### src/rtl/cu_command_arbiter_rr_pkg.sv
// Shared types for the compute-unit command arbiter: command buffer line, buffer
// status and the arbiter grant vector.
package cu_command_arbiter_rr_pkg;

  localparam int ARBITER_NUM_REQUESTS = 2;

  typedef logic [0:ARBITER_NUM_REQUESTS-1] ArbiterGrantVector;

  typedef struct packed {
    logic        valid;
    logic [7:0]  command;
    logic [63:0] address;
    logic [11:0] size;
    logic [7:0]  cu_id;
    logic [7:0]  tag;
  } CommandBufferLine;

  typedef struct packed {
    logic valid;
    logic empty;
    logic alfull;
    logic full;
  } BufferStatus;

  // Priority pointer width; a single requester still needs one bit.
  function automatic int arbiter_ptr_bits(input int num_requests);
    return (num_requests > 1) ? $clog2(num_requests) : 1;
  endfunction

endpackage

### src/rtl/cu_round_robin_priority_select.sv
// Combinational round-robin winner select: first pending requester strictly after ptr,
// wrapping to the lowest pending index when nothing lies above the pointer.
module cu_round_robin_priority_select #(
  parameter int NUM_REQUESTS = 2,
  parameter int PTR_BITS     = 1
) (
  input  logic [0:NUM_REQUESTS-1] pending,
  input  logic [PTR_BITS-1:0]     ptr,
  output logic [0:NUM_REQUESTS-1] grant_onehot,
  output logic [PTR_BITS-1:0]     grant_index
);

  logic [0:NUM_REQUESTS-1] upper_mask;
  logic [0:NUM_REQUESTS-1] masked;
  logic [0:NUM_REQUESTS-1] pick_src;
  logic                    found;

  always_comb begin
    upper_mask = '0;
    for (int i = 0; i < NUM_REQUESTS; i++) begin
      upper_mask[i] = (i > int'(ptr));
    end
    masked   = pending & upper_mask;
    // Nothing above the pointer: wrap and take the lowest pending index.
    pick_src = (|masked) ? masked : pending;

    grant_onehot = '0;
    grant_index  = '0;
    found        = 1'b0;
    for (int i = 0; i < NUM_REQUESTS; i++) begin
      if (pick_src[i] && !found) begin
        grant_onehot[i] = 1'b1;
        grant_index     = PTR_BITS'(i);
        found           = 1'b1;
      end
    end
  end

endmodule

### src/rtl/cu_command_arbiter_rr.sv
// Round-robin arbiter sharing one command buffer among NUM_REQUESTS command sources,
// each with a one-entry holding register; stalls while the buffer is almost full.
module cu_command_arbiter_rr
  import cu_command_arbiter_rr_pkg::*;
#(
  parameter int NUM_REQUESTS = ARBITER_NUM_REQUESTS
) (
  input  logic                    clock,
  input  logic                    rstn,
  input  logic                    enabled_in,
  input  CommandBufferLine        command_in [NUM_REQUESTS],
  input  BufferStatus             command_buffer_status_in,
  output logic [0:NUM_REQUESTS-1] command_ready_out,
  output CommandBufferLine        command_out,
  output logic [0:NUM_REQUESTS-1] grant_out,
  output logic [63:0]             issued_count_out
);

  localparam int PTR_BITS = arbiter_ptr_bits(NUM_REQUESTS);

  logic [0:NUM_REQUESTS-1] pending;
  CommandBufferLine        held [NUM_REQUESTS];
  logic [PTR_BITS-1:0]     ptr;

  logic [0:NUM_REQUESTS-1] sel_onehot;
  logic [PTR_BITS-1:0]     sel_index;
  logic [0:NUM_REQUESTS-1] grant_now;
  logic [0:NUM_REQUESTS-1] accept;
  logic                    go;
  CommandBufferLine        issue_line;
  logic                    unused_status;

  assign unused_status = ^{command_buffer_status_in.valid, command_buffer_status_in.empty,
                           command_buffer_status_in.full};

  cu_round_robin_priority_select #(
    .NUM_REQUESTS (NUM_REQUESTS),
    .PTR_BITS     (PTR_BITS)
  ) u_select (
    .pending      (pending),
    .ptr          (ptr),
    .grant_onehot (sel_onehot),
    .grant_index  (sel_index)
  );

  // Handshake: requester i transfers command_in[i] on a rising edge where
  // command_in[i].valid && command_ready_out[i] (and enabled_in). Ready does not depend
  // on valid; a slot being granted this cycle is ready again, so reloads are back-to-back.
  always_comb begin
    go        = enabled_in && !command_buffer_status_in.alfull && (|pending);
    grant_now = go ? sel_onehot : '0;
    for (int i = 0; i < NUM_REQUESTS; i++) begin
      command_ready_out[i] = enabled_in && (!pending[i] || grant_now[i]);
      accept[i]            = enabled_in && command_in[i].valid && command_ready_out[i];
    end
    issue_line       = held[sel_index];
    issue_line.valid = 1'b1;
  end

  always_ff @(posedge clock or negedge rstn) begin
    if (!rstn) begin
      pending          <= '0;
      ptr              <= PTR_BITS'(NUM_REQUESTS - 1);
      command_out      <= '0;
      grant_out        <= '0;
      issued_count_out <= '0;
      for (int i = 0; i < NUM_REQUESTS; i++) begin
        held[i] <= '0;
      end
    end else begin
      for (int i = 0; i < NUM_REQUESTS; i++) begin
        if (accept[i]) begin
          held[i] <= command_in[i];
        end
        pending[i] <= accept[i] || (pending[i] && !grant_now[i]);
      end
      if (go) begin
        command_out      <= issue_line;
        grant_out        <= grant_now;
        ptr              <= sel_index;
        issued_count_out <= issued_count_out + 64'd1;
      end else begin
        command_out <= '0;
        grant_out   <= '0;
      end
    end
  end

endmodule

### config.mk
export PLATFORM = sky130hd
export DESIGN_NAME = cu_command_arbiter_rr
export DESIGN_NICKNAME = d
export VERILOG_FILES = /design/src/rtl/cu_command_arbiter_rr_pkg.sv /design/src/rtl/cu_round_robin_priority_select.sv /design/src/rtl/cu_command_arbiter_rr.sv
export SDC_FILE = /design/constraint.sdc
export NUM_CORES = 1
export LEC_CHECK = 0
export CAP_MARGIN = 20
export CORE_MARGIN = 2
export CORE_UTILIZATION = 45
export DETAILED_ROUTE_END_ITERATION = 10
export PLACE_DENSITY = 0.75
export SLEW_MARGIN = 20
export SYNTH_ARGS = -nofsm -noshare
export SYNTH_HDL_FRONTEND = slang
export SYNTH_HIERARCHICAL = 1
export SYNTH_SLANG_ARGS = --single-unit
### constraint.sdc
create_clock -name clock -period 5.9 [get_ports clock]
set_input_delay 0.59 -clock clock [delete_from_list [all_inputs] [get_ports clock]]
set_output_delay 0.59 -clock clock [all_outputs]
set_load 0.02 [all_outputs]
==> impl_metrics.py <==
metrics = {
    "pwr": {
        "ir_drop_mv": 0.3164,
        "leakage_nw": 8.701,
        "powerDensity_nw_per_um2": 449.5,
    },
    "die": {
        "die-width_um": 183.9,
        "design.die.area_um2": 33820,
        "start_util_pct": 45.91,
        "ioPinCount": 378,
        "die-height_um": 183.9,
        "core_um2": 31720,
        "fp-row-count": 65,
    },
    "route": {
        "wirelength_um": 35350,
        "viasPerCell": 5.148,
        "antenna_left": 0,
        "drtIter0Drc": 423,
        "wl_per_cell_um": 19.17,
        "drc_errors": 0,
        "routed-via-count": 9492,
        "dr.pass1.iters": 4,
    },
    "cells_and_area": {
        "drive_gt1_share_pct": 19.36,
        "fin_nets": 1625,
        "mostFrequentLayoutCell": "clkdlybuf4s50_1",
        "syn2layout_area_growth_pct": 37.28,
        "layout_common_cells": "clkdlybuf4s50_1, dfrtp_1, mux2_2",
        "layout.cells.non_filler": 1844,
    },
    "cts": {
        "clockBufferDepth": 3,
        "clk_pin_slew_ns": 0.05,
        "htree_num_levels": 2,
        "post_cts_buffers": 0,
        "cts_resized": 0,
        "numCtsBuffers": 40,
        "cts_root_buf": "clkbuf_16",
        "clkLatencyLatePin_ns": 0.51,
        "cts_tree": "yes",
        "cts_sinks": 370,
        "ctsHoldBuffers": 0,
    },
    "yosys": {
        "postSynthCellCount": 1040,
        "synth.net_count": 1250,
        "synth-async-reset-ratio_pct": 100.0,
        "netlist_area_um2": 14560,
        "ys_ff_latch": 370,
        "synth_edf_count": 0,
        "ys_types": 34,
        "ys_warn_count": 6,
        "synth_ff_type": "dfrtp_1",
        "ys_seq_area_share_pct": 63.59,
        "syn_avg_cell_area_um2": 14.00,
    },
    "hold_path": {
        "hp-class": "input port to async pin",
    },
    "placement": {
        "dpl.hpwl_um": 23400,
        "gp_congestion": 0.8088,
        "io_buffers": 374,
        "dp_cells": 1774,
    },
    "critical_path": {
        "cp_max_fo": 36,
        "cp.arrival_ns": 3.05,
        "start_kind": "input port",
        "worst_r2r_path_depth": 6,
        "required_ns": 5.31,
        "crit_path_end_kind": "output port",
        "path_class": "input port to output port",
    },
    "sta": {
        "finalHoldViolations": 0,
        "rsz0062_at_grt": "no",
        "slew_headroom_pct": 28.62,
        "fmax_mhz": 274.5,
        "drv_slew": 0,
        "fin_crit_sh_pct": 61.75,
        "finalSetupViolations": 0,
        "tns_ns": 0,
        "fin_skew_ns": 0.01230,
        "worstMarginPinSlew_ns": 1.067,
        "fin_crit_ns": 3.643,
    },
    "global_routing": {
        "antenna_found_initial": 1,
        "grt_first_pass_wirelength_um": 55070,
        "grt_use_total_pct": 20.88,
        "grt_pass1_vias": 10045,
        "grt_remaining_overflow": 0,
        "grt_max_degree": 171,
    },
    "flow_run": {
        "cap_viol_max_count": 0,
    },
    "status": {
        "outcome": "completed",
    },
}
## worst max-delay path, stage by stage
cell	delay, ns
clkdlybuf4s50_1	0.54
nand2b_1	0.17
or2_4	0.47
clkinv_1	0.37
nand2_1	0.20
a21boi_0	0.11
clkdlybuf4s50_1	0.60
## per-stage QoR
stage / hold WS [ns] / setup slack [ns] / total power [mW] / utilization [%] / area [um2]
2_1_floorplan: 0.2944 / 3.358 / 5.659 / - / 14560
3_3_place_gp: 0.4646 / 2.239 / 6.602 / 59.09 / 18740
3_5_place_dp: 0.4648 / 2.231 / 6.715 / 59.09 / 18740
4_1_cts: 0.1330 / 2.215 / 9.097 / 62.93 / 19960
5_1_grt: 0.1717 / 2.112 / 9.487 / 63.03 / 19990
6_report: 0.09355 / 2.257 / 8.986 / 63.03 / 19990
## cell usage after synthesis, types with 4 or more instances
| master | instances | area, um2 |
|---|---|---|
| and4_1 | 6 | 52.55 |
| dfrtp_1 | 369 | 9234 |
| nor3_1 | 5 | 25.02 |
| mux2_2 | 200 | 2252 |
| nand3_1 | 24 | 120.1 |
| xor2_1 | 11 | 96.34 |
| nand2_1 | 29 | 108.9 |
| xnor2_1 | 52 | 455.4 |
| inv_1 | 5 | 18.77 |
| or3_1 | 5 | 31.28 |
| and2_1 | 4 | 25.02 |
| nor2_1 | 115 | 431.7 |
| nand4_1 | 30 | 187.7 |
| and3_1 | 10 | 62.56 |
| clkbuf_1 | 43 | 161.4 |
| mux2i_1 | 100 | 1001 |
## where the power goes
group | switching (mW) | internal, mW
combinational | 1.25 | 1.53
sequential | 0.449 | 3.44
clock | 0.959 | 1.36
## state kept, by name, summed over array words and instances, names as in the netlist
name              cells
command_out         101
grant_out             2
held                200
issued_count_out     64
pending               2
ptr                   1
## area by class of cell
cell class,count,area (um2)
inverters,6,22.52
repair buffers,383,3874
flip-flops and latches,370,9260
clock inverters,7,50.05
multi-input cells,614,5110
diodes,1,2.502
well taps,402,503.0
clock buffers,61,1170
fillers,2482,11730
## worst paths after layout
kind | start | to | slack (ns)
min in group clock | issued_count_out[63] | issued_count_out[63] | 0.47
hold / removal | rstn | issued_count_out[17] | 0.09
setup reg to reg | pending[1] | held[26] | 3.14
setup / recovery | enabled_in | command_ready_out[0] | 2.26
hold reg to reg | issued_count_out[63] | issued_count_out[63] | 0.47
max in group asynchronous | rstn | command_out[45] | 4.39
## kinds of logic after synthesis
kind of cell	synth area share, %
compound gates	0.3780
fa+ha+maj	0.08590
flops	63.59
xor+xnor	3.789
mux	22.34
simple gates	8.248
buf+inv	1.572
## metal layers
| metal | GRT usage [%] | up-vias | part of all wire, % |
|---|---|---|---|
| met3 | 7.191 | 70 | 8.1 |
| met5 | 0 | - | 0 |
| met4 | 8.032 | 0 | 3.8 |
| met1 | 24.85 | 4776 | 39 |
| met2 | 34.96 | 299 | 49 |
| li1 | - | 4347 | - |
Power figures use the tool's default switching activity.
